File: src/rtl/vgg_ctrl_pkg.sv
// Shared control definitions for the VGG layer/frame schedulers:
// state encoding plus frame-size and counter-width helpers.
package vgg_ctrl_pkg;

    typedef enum logic [1:0] {
        ST_IDLE      = 2'd0,
        ST_STREAM    = 2'd1,
        ST_WAIT_DONE = 2'd2,
        ST_FINISH    = 2'd3
    } sched_state_e;

    // Number of pixel words in one frame.
    function automatic int frame_pix(input int w, input int h);
        return w * h;
    endfunction

    // Width of a counter spanning 0..pix-1; never narrower than one bit.
    function automatic int pix_cnt_w(input int pix);
        return (pix > 1) ? $clog2(pix) : 1;
    endfunction

endpackage

File: src/rtl/vgg_frame_scheduler_if.sv
// FIFO-pair / accelerator handshake bundle seen by the frame scheduler.
// master: the scheduler (issues reads, drives valid_in into the core).
// slave : the FIFOs and accelerator surrounding it.
interface vgg_frame_scheduler_if;
    logic ff_empty;
    logic ff_full;
    logic ff_rdreq;
    logic core_valid_in;
    logic core_done;

    modport master (
        input  ff_empty,
        input  ff_full,
        input  core_done,
        output ff_rdreq,
        output core_valid_in
    );

    modport slave (
        output ff_empty,
        output ff_full,
        output core_done,
        input  ff_rdreq,
        input  core_valid_in
    );
endinterface

File: src/rtl/vgg_frame_scheduler.sv
// Frame scheduler: streams WIDTH*HEIGHT words per frame from the input
// FIFO into the accelerator, waits for its done pulse between frames,
// counts frames against the programmed total and flags stray done pulses.
module vgg_frame_scheduler
    import vgg_ctrl_pkg::*;
#(
    parameter int WIDTH  = 56,
    parameter int HEIGHT = 56,
    parameter int FRM_W  = 16
) (
    input  logic                 clk,
    input  logic                 resetn,      // active-high synchronous reset
    input  logic                 start,
    input  logic                 abort,
    input  logic [FRM_W-1:0]     num_frames,
    vgg_frame_scheduler_if.master bus,
    output logic                 busy,
    output logic [FRM_W-1:0]     frame_idx,
    output logic                 frame_done,
    output logic                 job_done,
    output logic                 err
);

    localparam int FRAME_PIX = frame_pix(WIDTH, HEIGHT);
    localparam int PIX_W     = pix_cnt_w(FRAME_PIX);
    localparam logic [PIX_W-1:0] PIX_LAST = PIX_W'(FRAME_PIX - 1);

    sched_state_e     state_q, state_d;
    logic [PIX_W-1:0] pix_cnt_q, pix_cnt_d;
    logic [FRM_W-1:0] frame_idx_q, frame_idx_d;
    logic [FRM_W-1:0] num_frames_q, num_frames_d;
    logic             err_q, err_d;
    logic             frame_done_q, frame_done_d;
    logic             job_done_q, job_done_d;
    logic             valid_q;
    logic             rdreq;

    // Next-state, counters, pulse requests and the combinational read request.
    always_comb begin
        state_d      = state_q;
        pix_cnt_d    = pix_cnt_q;
        frame_idx_d  = frame_idx_q;
        num_frames_d = num_frames_q;
        err_d        = err_q;
        frame_done_d = 1'b0;
        job_done_d   = 1'b0;
        rdreq        = 1'b0;

        case (state_q)
            ST_IDLE: begin
                if (start) begin
                    if (num_frames != '0) begin
                        num_frames_d = num_frames;
                        frame_idx_d  = '0;
                        pix_cnt_d    = '0;
                        err_d        = 1'b0;
                        state_d      = ST_STREAM;
                    end else begin
                        job_done_d = 1'b1;
                    end
                end
            end
            ST_STREAM: begin
                // abort drops the request in the same cycle it arrives
                rdreq = !bus.ff_empty && !bus.ff_full && !abort;
                if (rdreq) begin
                    if (pix_cnt_q == PIX_LAST) begin
                        pix_cnt_d = '0;
                        state_d   = ST_WAIT_DONE;
                    end else begin
                        pix_cnt_d = pix_cnt_q + 1'b1;
                    end
                end
            end
            ST_WAIT_DONE: begin
                if (bus.core_done && !abort) begin
                    frame_done_d = 1'b1;
                    if (frame_idx_q == num_frames_q - 1'b1) begin
                        state_d = ST_FINISH;
                    end else begin
                        frame_idx_d = frame_idx_q + 1'b1;
                        state_d     = ST_STREAM;
                    end
                end
            end
            ST_FINISH: begin
                job_done_d = !abort;
                state_d    = ST_IDLE;
            end
            default: state_d = ST_IDLE;
        endcase

        // A done pulse while nothing is pending in the core is a protocol error.
        if (bus.core_done && (state_q == ST_IDLE || state_q == ST_STREAM)) begin
            err_d = 1'b1;
        end

        if (abort && state_q != ST_IDLE) begin
            state_d = ST_IDLE;
        end
    end

    // State and output registers; valid_in trails rdreq by the FIFO read latency.
    always_ff @(posedge clk) begin
        if (resetn) begin
            state_q      <= ST_IDLE;
            pix_cnt_q    <= '0;
            frame_idx_q  <= '0;
            num_frames_q <= '0;
            err_q        <= 1'b0;
            frame_done_q <= 1'b0;
            job_done_q   <= 1'b0;
            valid_q      <= 1'b0;
        end else begin
            state_q      <= state_d;
            pix_cnt_q    <= pix_cnt_d;
            frame_idx_q  <= frame_idx_d;
            num_frames_q <= num_frames_d;
            err_q        <= err_d;
            frame_done_q <= frame_done_d;
            job_done_q   <= job_done_d;
            valid_q      <= rdreq;
        end
    end

    assign bus.ff_rdreq      = rdreq;
    assign bus.core_valid_in = valid_q;
    assign busy              = (state_q != ST_IDLE);
    assign frame_idx         = frame_idx_q;
    assign frame_done        = frame_done_q;
    assign job_done          = job_done_q;
    assign err               = err_q;

endmodule

File: src/flat_wrapper.sv
// flat-port wrapper written by rule: the top's interface ports become plain ports
module vgg_frame_scheduler_flat import vgg_ctrl_pkg::*;
#(
    parameter int WIDTH  = 56,
    parameter int HEIGHT = 56,
    parameter int FRM_W  = 16
)
  (clk, resetn, start, abort, num_frames, busy, frame_idx, frame_done, job_done, err, bus_ff_empty, bus_ff_full, bus_core_done, bus_ff_rdreq, bus_core_valid_in);
  vgg_frame_scheduler_if bus_i ();
  input  logic clk;
  input  logic resetn;
  input  logic start;
  input  logic abort;
  input  logic [FRM_W-1:0] num_frames;
  output logic busy;
  output logic [FRM_W-1:0] frame_idx;
  output logic frame_done;
  output logic job_done;
  output logic err;
  input wire logic [$bits(bus_i.ff_empty)-1:0] bus_ff_empty;
  input wire logic [$bits(bus_i.ff_full)-1:0] bus_ff_full;
  input wire logic [$bits(bus_i.core_done)-1:0] bus_core_done;
  output wire logic [$bits(bus_i.ff_rdreq)-1:0] bus_ff_rdreq;
  output wire logic [$bits(bus_i.core_valid_in)-1:0] bus_core_valid_in;
  assign bus_i.ff_empty = bus_ff_empty;
  assign bus_i.ff_full = bus_ff_full;
  assign bus_i.core_done = bus_core_done;
  assign bus_ff_rdreq = bus_i.ff_rdreq;
  assign bus_core_valid_in = bus_i.core_valid_in;
  vgg_frame_scheduler #(.WIDTH(WIDTH), .HEIGHT(HEIGHT), .FRM_W(FRM_W)) u_core (.clk(clk), .resetn(resetn), .start(start), .abort(abort), .num_frames(num_frames), .bus(bus_i), .busy(busy), .frame_idx(frame_idx), .frame_done(frame_done), .job_done(job_done), .err(err));
endmodule
File: config.mk
export PLATFORM = sky130hd
export DESIGN_NAME = vgg_frame_scheduler_flat
export DESIGN_NICKNAME = d
export VERILOG_FILES = /design/src/rtl/vgg_ctrl_pkg.sv /design/src/rtl/vgg_frame_scheduler_if.sv /design/src/rtl/vgg_frame_scheduler.sv /design/src/flat_wrapper.sv
export SDC_FILE = /design/constraint.sdc
export NUM_CORES = 1
export LEC_CHECK = 0
export CAP_MARGIN = 25
export CORE_MARGIN = 5
export CORE_UTILIZATION = 59
export CTS_CLUSTER_SIZE = 24
export DETAILED_ROUTE_END_ITERATION = 10
export PLACE_DENSITY = 0.86
export SYNTH_ARGS = -nofsm -noshare
export SYNTH_HDL_FRONTEND = slang
export SYNTH_SLANG_ARGS = --single-unit
File: constraint.sdc
create_clock -name clk -period 7.29 [get_ports clk]
set_input_delay 1.458 -clock clk [delete_from_list [all_inputs] [get_ports clk]]
set_output_delay 1.458 -clock clk [all_outputs]
set_load 0.01 [all_outputs]
After elaboration in Yosys (flattened, before gate mapping)
Index checks and enable logic that the tools add are counted.

storage, ports and cells
  bits of input ports = 23
  output and inout port bits = 22
  flip-flop bits (word level) = 50
  word-level logic and storage cells = 73

operators by class
  multiplexer cells = 26
  bitwise operators = 1
  equality and inequality tests = 11
  reductions and logical operators = 24
  $add $sub $neg = 3

operator list
  cell                                                                   count
  16-bit 2-to-1 mux                                                      4
  12-bit 2-to-1 mux                                                      4
  16-bit one-hot mux with 2 select lines                                 1
  12-bit one-hot mux with 2 select lines                                 1
  16-bit by 1-bit adder with 16-bit output, second input constant        1
  16-bit equality test                                                   1
  16-bit nonzero test                                                    1
  16-bit by 1-bit subtractor with 16-bit output, second input constant   1
  12-bit by 1-bit adder with 12-bit output, second input constant        1
  12-bit equality test, second input constant                            1
  2-bit 2-to-1 mux                                                       6
  2-bit nonzero test                                                     6
  5-bit AND reduction                                                    2
  1-bit 2-to-1 mux                                                       8
  2-bit by 1-bit != test with 1-bit output, second input constant        4
  2-bit one-hot mux with 4 select lines                                  1
  3-bit AND reduction                                                    2
  1-bit logical AND                                                      5
  2-bit equality test, second input constant                             2
  2-bit != test, second input constant                                   2
  4-bit AND reduction                                                    1
  2-bit OR reduction                                                     2
  1-bit zero test                                                        3
  2-bit by 1-bit equality test with 1-bit output, second input constant  1
  other kinds (4)                                                        4

Depth between registers and ports, before layout
Gate-level depths: netlist (run 1).

  word-level depth = 5
  depth in mapped cells = 12
  mapped depth without buffers = 10

Worst setup path before layout (run 1)
OpenSTA, ideal clock, no wires.

  path kind = input -> output
  start point = in abort
  end point = out bus_ff_rdreq
  path slack = 3.964 ns
  required time = 5.832 ns
  cell stages on the path = 3
  arrival = 1.868 ns
  path buffers = 0
  cell sequence = nor3_1 -> nand2_1 -> inv_1

on the way
  cells in the longest elaborated chain, start to end = 3

RTL lines
  item               line                       text
  start, declared    flat_wrapper.sv:13         input logic abort;
  1-bit zero test    vgg_frame_scheduler.sv:65  rdreq = !bus.ff_empty && !bus.ff_full && !abort;
  1-bit logical AND  vgg_frame_scheduler.sv:65
  1-bit 2-to-1 mux   vgg_frame_scheduler.sv:49  case (state_q)
  end, declared      flat_wrapper.sv:23         output wire logic [$bits(bus_i.ff_rdreq)-1:0] bus_ff_rdreq;

No other way between the ends.

Final worst setup path (run 1)
Same ends and word-level chain as after synthesis.

==> results.md, run 1 <==
* Status: complete, no violations
* Post-route core utilization at between 70 and 80%
* WP data required at 5.83 ns
* Max cap viols at 0
* Max incr delay on CP at 0.53 ns
* HPWL after DPL at 5303 um
* Ranking of synthesized cells by area: dfxtp_1, mux2i_1, nor2_1
* Root buffer cell: clkbuf_8
* Reg2reg setup slack at 4.23 ns
* Cts repair resizes at 0
* EDFF count, synth at 0
* Final Hold Viols at 0
* Die area at approximately 6600 sq um
* Worst setup path category: in2out
* CTS tree: yes
* Syn_area_per_cell at 8.301 sq um
* Max stage delay cell, worst path: clkdlybuf4s50_1
* Clk buf depth at 2
* Distinct cell type count after synthesis at 54
* CP cell instances: clkdlybuf4s50_1, nor3_1, nand2_1, inv_1, clkdlybuf4s50_1
* Clock-pin slew on the worst setup and hold paths at 0.09 ns
* Largest net degree at the start of global routing at 39
* Mapped Area at 2997 sq um
* CP arrival at 2.89 ns
* Rel. slew slack at 31.54%
* #FFs+latches synth at 50
* DR DRC count at 0
* Count leader, synth: dfxtp_1
* Register area share after synthesis at 33.40%
* Synth Flop Type: dfxtp_1
* Critical Path End Type: output port
* Critical path fanouts, max at 3
* Min-Delay Path Class: reg2reg
* IO Pins at 45
* Initial Util at 59.82%
* DR WL/cell at 15.34 um
* Number of antenna violations at the first check in global routing at 0
* Worst slew pin tran at 1.022 ns
* Die W at 81.27 um
* TritonRoute pass-1 iters at 5
* Post-synth top area cell: dfxtp_1
* Layout cells sized above 1 at 5.542%
* IO buf count at 44
* H-tree Lvls at 2
* Drt initial violations at 227
* Vias in the first global route at 2,635
* Top cell type's share of synthesized area at 33.40%
* Setup TNS at 0 ns
* Post-synthesis async set-or-reset flop share at 0%
* Ant diodes at 0
* Post-DR vias/cell at roughly 6
* Final Wtd Congestion at approximately 0.86
* Setup Fix Bufs, Post-CTS at 0
* Leak at 0.001326 uW
* Hold Buf Count CTS at 0
* Synth-to-Final Area Change at 19.33%
* Yosys warnings at 0
* Global-route wire length before repair at 12,030 um
* Min Tclk post-route at 4.346 ns
* Syn nets at just under 400
* Most common cell type on the critical path: clkdlybuf4s50_1
* Layout Nets at 426
* Worst-Skew Late Latency at 0.31 ns
* Fmax at around 0.23 GHz
* CTS buffer count at 5
* Top cells by count, synth: dfxtp_1, nor2_1, mux2i_1, nand2_1, inv_1
* Synth Instances at 361
* Clock Skew at about 0.013 ns
* # setup viols final at 0
* Total GRT Usage at between 20 and 25%
* Gr ovfl total at 0
* Die Ht at 81.27 um
* Core box area at 5010 sq um
* Final Max Tran Viols at 0
* Post-Route WL at 7164 um
* Crit share post-route at 59.61%
* Antenna viol nets, final at 0
* Cell Pwr Density at 246.8 nW/um^2
* CP startpoint kind: input pin
* CTS Sinks at 50
* RSZ-0062 raised after global routing: false
* Via Count at around 2,800
* Maximum VDD drop at 0.1565 mV
* Placement Rows at 26
==> power by group <==
group          leakage, uW  internal (uW)  switching [uW]
combinational     0.000858            148             195
sequential        0.000406            297            32.6
clock            0.0000618            113            96.7
total              0.00133            558             325
==> final timing paths <==
kind	from	endpoint	depth (start not counted)
worst max-delay path	abort	bus_ff_rdreq	5
worst min-delay path	u_core.err	u_core.err	2
worst max register to register	u_core.num_frames_q[1]	u_core.frame_idx[8]	11
worst min register to register	u_core.err	u_core.err	2
==> metal layers <==
layer	global-route usage (%)	routed length, um
met1	27.15	3091
met2	40.72	3592
met3	4.767	376
met4	8.784	104
met5	0	0
==> cell type report <==
class	count	area [sq um]
clock buffers	6	82.58
clock inverters	2	38.79
fillers	413	1434
inverters	20	75.07
multi-input cells	273	1836
flip-flops and latches	50	1001
well taps	70	87.58
repair buffers	46	455.4
==> cells by family (layout without fill, tap and decap cells) <==
logic type / count (synthesis) / after routing / share of synthesized area [%]
buf+inv: 38 / 74 / 5.636
xor+xnor: 28 / 28 / 8.184
mux: 21 / 21 / 7.015
compound gates: 73 / 73 / 18.00
simple gates: 144 / 144 / 24.84
flops: 50 / 50 / 33.40
fa+ha+maj: 7 / 7 / 2.923
==> worst max-delay path, delay by kind of cell <==
kind / cells / cell delay [ns]
buffers and inverters: 3 / 1.04
and+or+nand+nor: 2 / 0.40
==> through the flow <==
stage / total power [uW] / cell area, sq um / hold slack, ns / std cells / setup slack (ns)
3_3_place_gp: 662.2 / 3455 / 0.4651 / 459 / 2.987
6_report: 882.6 / 3576 / 0.4852 / 467 / 2.944
5_1_grt: 934.1 / 3576 / 0.5068 / 467 / 2.829
3_5_place_dp: 675.0 / 3455 / 0.4733 / 459 / 2.948
2_1_floorplan: 600.8 / 2997 / 0.4712 / 361 / 3.964
4_1_cts: 883.5 / 3576 / 0.4906 / 467 / 2.933
==> layout by cell type (no fill, tap or decap), drive strengths merged, types with 4 or more instances in the layout <==
cell	instances
o21ai	16
nor4	7
a31oi	6
nor2	47
a311oi	4
inv	21
nand3	18
xnor2	14
mux2i	21
nand2b	6
clkdlybuf4s50	44
and3	10
o31ai	5
xor2	14
a21oi	12
a21o	5
ha	7
nor2b	4
nand2	21
clkbuf	6
nor3	5
nand4	9
dfxtp	50
nor3b	4
==> registers in the layout (all words and copies together), names as in the netlist <==
signal and cells:
u_core.frame_done 1, u_core.state_q 2, u_core.err 1, u_core.bus.core_valid_in 1, u_core.pix_cnt_q 12, u_core.num_frames_q 16, u_core.frame_idx 16, u_core.job_done 1
Power figures use the tool's default switching activity.
==> run 2: changes to the inputs <==
- CORE_UTILIZATION: 59 -> 49
- PLACE_DENSITY: 0.86 -> 0.76
- clock period: 7.29 -> 3.8 ns (I/O delays scaled with it)
==> run 2 against run 1 <==
  * Sequential cell count unchanged
  * Final area increased by 0.98%
  * Routed wire length increased by 3.1%
  * Clock power increased by 81%
  * Highest routed layer unchanged
==> results.md, run 2 (synthesized netlist as in run 1, its figures left out) <==
* Maximum VDD drop at 0.2399 mV (was 0.1565 mV)
* Final Max Tran Viols at 0 (unchanged)
* Cell area after layout at 3611 sq um (was 3576 sq um)
* CTS Sinks at 50 (unchanged)
* Post-route core utilization at 60.99% (was 71.38%)
* Vias in the first global route at 2,641 (was 2,635)
* Drt initial violations at 155 (was 227)
* IO Pins at 45 (unchanged)
* Min-Delay Path Class: reg2reg (unchanged)
* Clk buf depth at 2 (unchanged)
* Setup TNS at 0 ns (unchanged)
* Worst path bufs/invs at 2 (was 3)
* Clock power share at 22.5% (was 23.8%)
* CP startpoint kind: register (was input pin)
* Max stage delay cell, worst path: a31oi_2 (was clkdlybuf4s50_1)
* CTS tree: yes (unchanged)
* Gr ovfl total at 0 (unchanged)
* Min Tclk post-route at 3.380 ns
* Final Hold Viols at 0 (unchanged)
* Commonest non-fill, non-tap cells in the layout: dfxtp_1, nor2_1, clkdlybuf4s50_1 (unchanged)
* CP top delay family: compound AO/OA/AOI/OAI gates (was buffers and inverters)
* CTS buffer count at 5 (unchanged)
* Root buffer cell: clkbuf_8 (unchanged)
* Register area at 1001 sq um (unchanged)
* Number of antenna violations at the first check in global routing at 0 (unchanged)
* Setup WS post-layout at 0.4198 ns (was 2.944 ns)
* Final Wtd Congestion at 0.8462 (was 0.8617)
* Area taken by multi-input logic gates at 1836 sq um (unchanged)
* Total GRT Usage at 20.16% (was 23.05%)
* Crit share post-route at 88.95%
* Clock-pin slew on the worst setup and hold paths at 0.09 ns (about the same)
* Critical path fanouts, max at 22 (was 3)
* Clock Skew at 0.003405 ns (was 0.01336 ns)
* Leading cell type in the layout, fill and taps excluded: dfxtp_1 (unchanged)
* Pre-CTS setup slack at 0.4900 ns (was 2.948 ns)
* Global-route wire length before repair at 12,570 um (was 12,030 um)
* Via Count at 2,762 (was 2,774)
* Cell Pwr Density at 470.4 nW/um^2 (was 246.8 nW/um^2)
* H-tree Lvls at 2 (unchanged)
* Worst slew pin tran at 0.9845 ns (was 1.022 ns)
* Leak at 0.001344 uW (was 0.001326 uW)
* Fill cells at 522 (was 413)
* Critical Path End Type: register (was output port)
* CP arrival at 3.60 ns (was 2.89 ns)
* Post-Route WL at 7385 um (was 7164 um)
* Cts repair resizes at 0 (unchanged)
* Flop pwr share at 37.1% (was 37.4%)
* Fmax at 0.2958 GHz
* Layout Nets at 430 (was 426)
* Setup Fix Bufs, Post-CTS at 0 (unchanged)
* DR WL/cell at 15.51 um (was 15.34 um)
* CP cell instances: inv_1, ha_1, nor2b_1, nand4b_1, nor3b_1, o41ai_2, o31ai_1, a31oi_2, buf_4, nand4_1, o31ai_1 (was clkdlybuf4s50_1, nor3_1, nand2_1, inv_1, clkdlybuf4s50_1)
* Layout cells sized above 1 at 6.484% (was 5.542%)
* TritonRoute pass-1 iters at 5 (unchanged)
* Final Total Pwr at 1699 uW (was 882.6 uW)
* Worst setup path category: reg2reg (was in2out)
* Rel. slew slack at 34.16% (was 31.54%)
* Pint at 1067 uW (was 558.1 uW)
* Hold Buf Count CTS at 0 (unchanged)
* Placement Rows at 28 (was 26)
* Max incr delay on CP at 0.75 ns (was 0.53 ns)
* Initial Util at 50.61% (was 59.82%)
* Max cap viols at 0 (unchanged)
* Post-DR vias/cell at 5.803 (was 5.940)
* Synth-to-Final Area Change at 20.50% (was 19.33%)
* Worst-Skew Late Latency at 0.30 ns (was 0.31 ns)
* Die area at 7779 sq um (was 6604 sq um)
* RSZ-0062 raised after global routing: false (unchanged)
* Die W at 88.20 um (was 81.27 um)
* IO buf count at 44 (unchanged)
* Largest net degree at the start of global routing at 28 (was 39)
* WP data required at 4.02 ns (was 5.83 ns)
* Switching power total at 631.7 uW (was 324.5 uW)
* Core box area at 5921 sq um (was 5010 sq um)
* Die Ht at 88.20 um (was 81.27 um)
* HPWL after DPL at 5459 um (was 5303 um)
* # setup viols final at 0 (unchanged)
* Comb pwr share at 40.4% (was 38.9%)
* Switching share of power at 37.19% (was 36.77%)
* Status: complete, no violations (unchanged)
* Antenna viol nets, final at 0 (unchanged)
* DR DRC count at 0 (unchanged)
* Most common cell type on the critical path: o31ai_1 (was clkdlybuf4s50_1)
* Area post-placement at 3483 sq um (was 3455 sq um)
* Ant diodes at 0 (unchanged)
==> run 2: through the flow <==
step / hold slack, ns / std cells
floorplan: 0.4712 / 361
global placement: 0.4773 / 467
detailed placement: 0.4820 / 467
CTS: 0.4978 / 475
global route: 0.5529 / 476
finish: 0.4926 / 476
==> run 2: worst paths after layout <==
kind | from | endpoint | slack [ns] | cells past startpoint
worst max-delay path | u_core.num_frames_q[1] | u_core.frame_idx[12] | 0.42 | 11
worst min-delay path | u_core.err | u_core.err | 0.49 | 2
worst max register to register | u_core.num_frames_q[1] | u_core.frame_idx[12] | 0.42 | 11
worst min register to register | u_core.err | u_core.err | 0.49 | 2
==> run 2: worst register-to-register path: cells and delay by family (launching register included) <==
| kind | cells | cell delay, ns |
|---|---|---|
| AO/OA/AOI/OAI | 4 | 1.48 |
| flip-flops | 1 | 0.37 |
| buffers and inverters | 2 | 0.39 |
| adder cells (fa/ha/maj) | 1 | 0.22 |
| AND/OR/NAND/NOR | 4 | 0.85 |
==> run 2: area by class of cell <==
cell class,count,area share (%)
multi-input combinational,273,50.83
tap,75,2.599
clock inverter,3,1.213
timing repair buffer,50,13.65
clock buffer,5,1.906
sequential,50,27.72
inverter,20,2.079
==> run 2: routing by layer <==
layer  GRT usage, %  part of all wire, %
met5              0                    0
met4          4.533                  1.2
met3          3.575                  5.8
met2          33.45                   48
met1          27.35                   45
==> run 2: power by group through the flow <==
stage          clock network, uW  registers, uW  logic (uW)
3_5_place_dp                   0            641         665
5_1_grt                      418            640         765
6_report                     381            631         686
4_1_cts                      389            629         673
2_1_floorplan                  0            622         531
3_3_place_gp                   0            640         656
